[config.mk]
export PLATFORM = sky130hd
export DESIGN_NAME = mod_n_stream_detector_flat
export DESIGN_NICKNAME = d
export VERILOG_FILES = /design/src/rtl/mod_n_stream_detector_pkg.sv /design/src/rtl/mod_n_stream_detector_if.sv /design/src/rtl/mod_n_stream_detector_step.sv /design/src/rtl/mod_n_stream_detector.sv /design/src/flat_wrapper.sv
export SDC_FILE = /design/constraint.sdc
export NUM_CORES = 1
export LEC_CHECK = 0
export ABC_CLOCK_PERIOD_IN_PS = 2200
export BUFFER_PORTS_ARGS = -buffer_cell sky130_fd_sc_hd__buf_2
export CAP_MARGIN = 20
export CORE_ASPECT_RATIO = 0.5
export CORE_UTILIZATION = 35
export CTS_BUF_LIST = sky130_fd_sc_hd__clkbuf_4
export DETAILED_ROUTE_END_ITERATION = 12
export GPL_ROUTABILITY_DRIVEN = 0
export PLACE_DENSITY_LB_ADDON = 0.25
export SLEW_MARGIN = 20
export SYNTH_ARGS = -nofsm -noshare
export SYNTH_HDL_FRONTEND = slang
export SYNTH_SLANG_ARGS = --single-unit
[constraint.sdc]
create_clock -name clk -period 2.2 [get_ports clk]
set_input_delay 0.22 -clock clk [delete_from_list [all_inputs] [get_ports clk]]
set_output_delay 0.22 -clock clk [all_outputs]
set_load 0.1 [all_outputs]
[src/rtl/mod_n_stream_detector_pkg.sv]
// Shared types, parameter limits and width helper for the mod-N stream detector.
package mod_n_pkg;

  typedef enum logic {S_IDLE, S_ACTIVE} state_t;

  localparam int DIVISOR_MIN = 2;
  localparam int DIVISOR_MAX = 1024;
  localparam int DIN_W_MIN   = 1;
  localparam int DIN_W_MAX   = 16;

  function automatic int rem_width(input int divisor);
    return ($clog2(divisor) < 1) ? 1 : $clog2(divisor);
  endfunction

endpackage

[src/rtl/mod_n_stream_detector_if.sv]
// Beat ingress and detector status bundle; master drives beats, slave is the detector.
interface mod_n_stream_detector_if
  import mod_n_pkg::*;
#(
  parameter int DIVISOR = 3,
  parameter int DIN_W   = 1,
  parameter int CNT_W   = 16
);
  localparam int REM_W = rem_width(DIVISOR);

  logic             din_valid;
  logic [DIN_W-1:0] din;
  logic             clear;
  logic             dout;
  logic [REM_W-1:0] rem;
  logic             dout_valid;
  logic [CNT_W-1:0] beat_cnt;

  modport master (
    output din_valid, din, clear,
    input  dout, rem, dout_valid, beat_cnt
  );

  modport slave (
    input  din_valid, din, clear,
    output dout, rem, dout_valid, beat_cnt
  );
endinterface

[src/rtl/mod_n_stream_detector_step.sv]
// One beat of remainder update: r = (2r + b) mod DIVISOR per bit, MSB first.
module mod_n_step
  import mod_n_pkg::*;
#(
  parameter int DIVISOR = 3,
  parameter int DIN_W   = 1
) (
  input  logic [rem_width(DIVISOR)-1:0] rem_in,
  input  logic [DIN_W-1:0]              din,
  output logic [rem_width(DIVISOR)-1:0] rem_out
);
  localparam int REM_W = rem_width(DIVISOR);
  localparam logic [REM_W:0] DIV_V = (REM_W+1)'(DIVISOR);

  logic [REM_W:0]   t;
  logic [REM_W-1:0] r;

  // 2r+b < 2*DIVISOR, so a single conditional subtract restores the range
  always_comb begin
    r = rem_in;
    t = '0;
    for (int i = DIN_W - 1; i >= 0; i--) begin
      t = {r, din[i]};
      if (t >= DIV_V) t = t - DIV_V;
      r = t[REM_W-1:0];
    end
    rem_out = r;
  end
endmodule

[src/rtl/mod_n_stream_detector.sv]
// Divisibility detector for an MSB-first stream arriving DIN_W bits per valid beat.
//   state    | meaning
//   S_IDLE   | no beat accepted since reset/clear; dout forced low
//   S_ACTIVE | at least one beat accepted; dout = (rem == 0)
module mod_n_stream_detector
  import mod_n_pkg::*;
#(
  parameter int DIVISOR = 3,
  parameter int DIN_W   = 1,
  parameter int CNT_W   = 16
) (
  input logic               clk,
  input logic               reset,
  mod_n_stream_detector_if.slave bus
);
  localparam int REM_W = rem_width(DIVISOR);

  if (DIVISOR < DIVISOR_MIN || DIVISOR > DIVISOR_MAX ||
      DIN_W < DIN_W_MIN || DIN_W > DIN_W_MAX || CNT_W < 1) begin : g_bad_param
    $error("mod_n_stream_detector: DIVISOR/DIN_W/CNT_W out of legal range");
  end

  state_t           state_q, state_nxt;
  logic [REM_W-1:0] rem_q, rem_nxt, base, rem_step;
  logic [CNT_W-1:0] cnt_q, cnt_nxt;
  logic             dout_q, dout_nxt;
  logic             dvalid_q, dvalid_nxt;

  // clear alongside a beat restarts the stream from that beat
  assign base = (state_q == S_IDLE || bus.clear) ? '0 : rem_q;

  mod_n_step #(.DIVISOR(DIVISOR), .DIN_W(DIN_W)) u_step (
    .rem_in  (base),
    .din     (bus.din),
    .rem_out (rem_step)
  );

  always_comb begin
    state_nxt  = state_q;
    rem_nxt    = rem_q;
    cnt_nxt    = cnt_q;
    dvalid_nxt = 1'b0;
    if (bus.din_valid) begin
      state_nxt  = S_ACTIVE;
      rem_nxt    = rem_step;
      dvalid_nxt = 1'b1;
      if (bus.clear)                 cnt_nxt = CNT_W'(1);
      else if (cnt_q != {CNT_W{1'b1}}) cnt_nxt = cnt_q + CNT_W'(1);
    end else if (bus.clear) begin
      state_nxt = S_IDLE;
      rem_nxt   = '0;
      cnt_nxt   = '0;
    end
    dout_nxt = (state_nxt == S_ACTIVE) && (rem_nxt == '0);
  end

  always_ff @(posedge clk) begin
    if (reset) begin
      state_q  <= S_IDLE;
      rem_q    <= '0;
      cnt_q    <= '0;
      dout_q   <= 1'b0;
      dvalid_q <= 1'b0;
    end else begin
      state_q  <= state_nxt;
      rem_q    <= rem_nxt;
      cnt_q    <= cnt_nxt;
      dout_q   <= dout_nxt;
      dvalid_q <= dvalid_nxt;
    end
  end

  assign bus.rem        = rem_q;
  assign bus.beat_cnt   = cnt_q;
  assign bus.dout       = dout_q;
  assign bus.dout_valid = dvalid_q;
endmodule

[src/flat_wrapper.sv]
// flat-port wrapper written by rule: the top's interface ports become plain ports
module mod_n_stream_detector_flat import mod_n_pkg::*;
#(
  parameter int DIVISOR = 3,
  parameter int DIN_W   = 1,
  parameter int CNT_W   = 16
)
  (clk, reset, bus_din_valid, bus_din, bus_clear, bus_dout, bus_rem, bus_dout_valid, bus_beat_cnt);
  mod_n_stream_detector_if #(.DIVISOR(DIVISOR), .DIN_W(DIN_W), .CNT_W(CNT_W)) bus_i ();
  input logic clk;
  input logic reset;
  input wire logic [$bits(bus_i.din_valid)-1:0] bus_din_valid;
  input wire logic [$bits(bus_i.din)-1:0] bus_din;
  input wire logic [$bits(bus_i.clear)-1:0] bus_clear;
  output wire logic [$bits(bus_i.dout)-1:0] bus_dout;
  output wire logic [$bits(bus_i.rem)-1:0] bus_rem;
  output wire logic [$bits(bus_i.dout_valid)-1:0] bus_dout_valid;
  output wire logic [$bits(bus_i.beat_cnt)-1:0] bus_beat_cnt;
  assign bus_i.din_valid = bus_din_valid;
  assign bus_i.din = bus_din;
  assign bus_i.clear = bus_clear;
  assign bus_dout = bus_i.dout;
  assign bus_rem = bus_i.rem;
  assign bus_dout_valid = bus_i.dout_valid;
  assign bus_beat_cnt = bus_i.beat_cnt;
  mod_n_stream_detector #(.DIVISOR(DIVISOR), .DIN_W(DIN_W), .CNT_W(CNT_W)) u_core (.clk(clk), .reset(reset), .bus(bus_i));
endmodule
# Word level (Yosys, flattened, before mapping)
# Index checks and enable logic that the tools add are counted.
# classes
n_eq_ne	1
n_reduce_logical	6
order_cmp	1
muxes	11
bitwise	1
addsub	2
# op_table
op	n
2-to-1 mux 16 bit	4
adder 16 x 1 -> 16 bit (second input constant)	1
!= test 16 bit (second input constant)	1
2-to-1 mux 2 bit	4
nonzero test 2 bit	2
greater-or-equal comparator 3 x 2 -> 1 bit (second input constant)	1
2-to-1 mux 1 bit	3
zero test 2 bit	1
AND reduction 2 bit	1
subtractor 2 bit (second input constant)	1
logical AND 1 bit	1
logical OR 1 bit	1
inverter 1 bit	1
# word_totals
regBits	21
wordCells	27
inputBits	5
out_inout_bits	20

# Longest topological paths before layout
# logic_depth
ltp_word	8
mapped_depth	7
mapped_depth_nobuf	6

# Hierarchy
# From an unflattened synthesis, not the netlist that was laid out.
# unflattened
cells_unflattened	128
hier_area_um2	1076.0
# by_module_without_submodules
module	instances	area_per_inst_um2	cells_per_inst	seq_area_each_um2
mod_n_stream_detector	1	1029.7	122	420.4
mod_n_step	1	46.3	6	0.0

# Worst setup path before layout
# No wires, ideal clock.
# synth_path
path_kind	reg2reg
startpoint	reg u_core.cnt_q[1], in the netlist u_core.bus.beat_cnt[1]
endpoint	reg u_core.cnt_q[14], in the netlist u_core.bus.beat_cnt[14]
synth_period_minus_slack_ns	2.629
arrival_time_ns	2.559
setup_ns	0.071
required_time_ns	2.129
path_stages_with_launch	6
setup_slack_ns	-0.429
path_buffers	0
path_cell_list	dfxtp_1 > ha_1 > nand3_1 > or3_4 > or4b_1 > a21oi_1
# synth_between
elab_chain_cells	4
elab_cells_between_ends	7
cone_classes	1 x add/sub; 1 x eq/ne; 3 x mux; 2 x reduce/logical
# synth_lines
item	line	text
start, declared	mod_n_stream_detector.sv:25	logic [CNT_W-1:0] cnt_q, cnt_nxt;
start signal, assigned	mod_n_stream_detector.sv:67	cnt_q <= cnt_nxt;
adder 16 x 1 -> 16 bit	mod_n_stream_detector.sv:48	else if (cnt_q != {CNT_W{1'b1}}) cnt_nxt = cnt_q + CNT_W'(1);
2-to-1 mux 16 bit	mod_n_stream_detector.sv:48	
2-to-1 mux 16 bit	mod_n_stream_detector.sv:47	if (bus.clear) cnt_nxt = CNT_W'(1);
2-to-1 mux 16 bit	mod_n_stream_detector.sv:43	if (bus.din_valid) begin
# Several ways; a longest one is shown, not always the timed one. The select of a mux whose other input is x is not followed.
# A chain may end at the register's enable or synchronous reset.

# Worst setup path in the final report
# layout_path
startpoint	reg u_core.cnt_q[0], in the netlist u_core.bus.beat_cnt[0]
endpoint	reg u_core.cnt_q[14], in the netlist u_core.bus.beat_cnt[14]
# Same word-level chain as after synthesis.

==> metrics.md <==
| Metric | Value |
|---|---|
| Post-synthesis register bit count | `21` |
| Post-Syn Area | `0.00113 mm2` |
| H-tree depth | `1` |
| Nets | `169` |
| Drt total wl | `2690 um` |
| CTS root buffer | `clkbuf_4` |
| Slew Viols, Final | `0` |
| Top_reg_cell synth | `dfxtp_1` |
| Total track usage | `0.167` |
| Post_cts resized | `0` |
| Area Overhead vs Synth | `20.1%` |
| Critical path class | `flip-flop to flip-flop` |
| Commonest non-fill, non-tap cell in the layout | `buf_2` |
| Setup slack after layout | `0.314 ns` |
| Bufs on Longest Clock Path | `2` |
| Switching pwr | `0.193 mW` |
| Residual DRC | `0` |
| Core area | `0.00305 mm2` |
| Commonest non-fill, non-tap cells in the layout | `buf_2 (24), nand2_1 (12), dfxtp_2 (12)` |
| Gate power share | `0.127` |
| Diodes inserted | `0` |
| Post-synth cell types | `42` |
| CP arrival | `2.14 ns` |
| Clk pwr share | `0.299` |
| Final worst path period share | `0.857` |
| Syn Inst Count | `135` |
| Drt pass-1 iters | `9` |
| Number of fill cells in the layout | `327` |
| Detailed-route via count | `1113` |
| Setup TNS Final | `0 ns` |
| Clk slew on worst S/H paths | `0.12 ns` |
| Slew headroom | `0.675` |
| Flop pwr share | `0.574` |
| Routed len/inst | `13.4 um` |
| Final setup violation count | `0` |
| Multi-input logic area | `657 um2` |
| Setup Buffers After CTS | `0` |
| Chip height | `42.2 um` |
| Total clock sinks | `21` |
| P_leak | `0.553 nW` |
| Crit-path max FO | `7` |
| Pre-CTS setup slack | `0.362 ns` |
| Avg Synthesized Cell Area | `8.39 um2` |
| Die ar. | `0.00348 mm2` |
| Skew-Pair Late Insertion Delay | `0.31 ns` |
| Synth async-reset ratio | `0` |
| Hold_ws | `0.239 ns` |
| PwrDens | `499 mW/mm2` |
| Sequential area share after synthesis | `0.371` |
| HP Class | `input port to flip-flop` |
| Sw frac | `0.284` |
| Post-layout util | `0.446` |
| Syn nets | `142` |
| Slew @ Worst Pin | `0.491 ns` |
| Total gr overflow | `0` |
| Final instance area | `0.00136 mm2` |
| Vias in the first global route | `955` |
| DPL Wire Length | `1940 um` |
| Fin crit period | `1.89 ns` |
| Initial antenna violation count | `0` |
| TritonCTS clock tree | `done` |
| Flop2flop setup slack | `0.31 ns` |
| Crit path required time | `2.45 ns` |
| Area after DPL | `0.00133 mm2` |
| Cts hold-fix bufs | `0` |
| DR iter-0 viols | `48` |
| Port bufs | `24` |
| Fraction of layout instances using a drive strength above 1 | `0.329` |
| Fin. Hold Viols | `0` |
| Status | `completed` |
| Largest net degree at the start of global routing | `14` |
| Syn. warnings | `0` |
| Pint | `0.486 mW` |
| Rows | `14` |
| Max_cap viols | `0` |
| VDD IR max | `0.159 mV` |
| Skew final | `0.00388 ns` |
| Post-synth EDFFs | `0` |
| First-pass GRT wire length | `4330 um` |
| Die width | `82.4 um` |
| RSZ-0062 raised after global routing | `false` |
| Storage cell area | `443 um2` |
| Final ANT Viol Nets | `0` |
| Initial Util | `0.372` |
| Fmax | `0.530 GHz` |
| CTS Buf Count | `3` |
| Top-level port count | `25` |
| Worst setup EP type | `flip-flop` |
| CP Launch Type | `flip-flop` |
| Via density | `5.54` |
## sequential cells by signal, indices dropped and copies added, names as in the netlist
register / cells
u_core.bus.beat_cnt: 16
u_core.bus.dout: 1
u_core.bus.dout_valid: 1
u_core.bus.rem: 2
u_core.state_q: 1
## synth_stat cells, drive strengths merged, types with 3 or more instances
| cell | n | area, um2 |
|---|---|---|
| a2111o | 4 | 45.0 |
| nor3 | 3 | 20.0 |
| nand4 | 7 | 58.8 |
| a21oi | 11 | 55.1 |
| o21ai | 5 | 25.0 |
| nand2 | 12 | 45.0 |
| dfxtp | 21 | 420 |
| clkbuf | 4 | 15.0 |
| o22ai | 3 | 18.8 |
| o31ai | 3 | 22.5 |
| a31oi | 3 | 18.8 |
| or4 | 3 | 23.8 |
| nand3 | 5 | 25.0 |
| nor2 | 10 | 37.5 |
| inv | 8 | 30.0 |
| or3 | 3 | 23.8 |
## kinds of logic after synthesis
family / count (synthesis) / share of synthesized area
AO/OA/AOI/OAI: 36 / 0.217
XOR/XNOR: 4 / 0.0309
adder cells (fa/ha/maj): 2 / 0.0221
buffers and inverters: 14 / 0.0486
flip-flops: 21 / 0.371
multiplexers: 1 / 0.00884
AND/OR/NAND/NOR: 57 / 0.302
## routing by layer
| layer | track usage | part of all wire | up-vias |
|---|---|---|---|
| met5 | 0 | 0 | - |
| met4 | 0.0421 | 0 | 0 |
| met3 | 0.0457 | 0.046 | 0 |
| met2 | 0.264 | 0.45 | 26 |
| met1 | 0.222 | 0.51 | 519 |
| li1 | - | - | 568 |
## final cells by class
class | count | share of cell area
Inverter | 8 | 0.0221
Clock buffer | 4 | 0.0221
Timing Repair Buffer | 28 | 0.110
Tap cell | 40 | 0.0368
Multi-Input combinational cell | 100 | 0.483
Sequential cell | 21 | 0.326
## final timing paths
| kind | start | end | cells after the start |
|---|---|---|---|
| worst max-delay path | u_core.bus.beat_cnt[0] | u_core.bus.beat_cnt[14] | 5 |
| worst min-delay path | reset | u_core.bus.beat_cnt[4] | 2 |
| worst max register to register | u_core.bus.beat_cnt[0] | u_core.bus.beat_cnt[14] | 5 |
| worst min register to register | u_core.bus.beat_cnt[10] | u_core.bus.beat_cnt[10] | 2 |
## critical path, cell delays in order, from the launching register on
cell and delay [ns]:
dfxtp_4 0.39, ha_1 0.19, nand3_1 0.16, or3_4 0.45, or4b_1 0.50, a21oi_1 0.14
## per-stage QoR
stage	power, mW	cells
final	0.679	201
after global routing	0.708	201
after CTS	0.688	201
after floorplan	0.465	135
after detailed placement	0.484	197
after global placement	0.484	197
## power by group through the flow
stage | Combinational [mW] | Sequential, mW | Clock, mW
after global routing | 0.0906 | 0.391 | 0.226
after detailed placement | 0.0858 | 0.399 | 0
after floorplan | 0.0295 | 0.435 | 0
after global placement | 0.0854 | 0.398 | 0
after CTS | 0.0861 | 0.390 | 0.212
final | 0.0863 | 0.390 | 0.203
No activity file was read; power rests on OpenSTA's default activity.
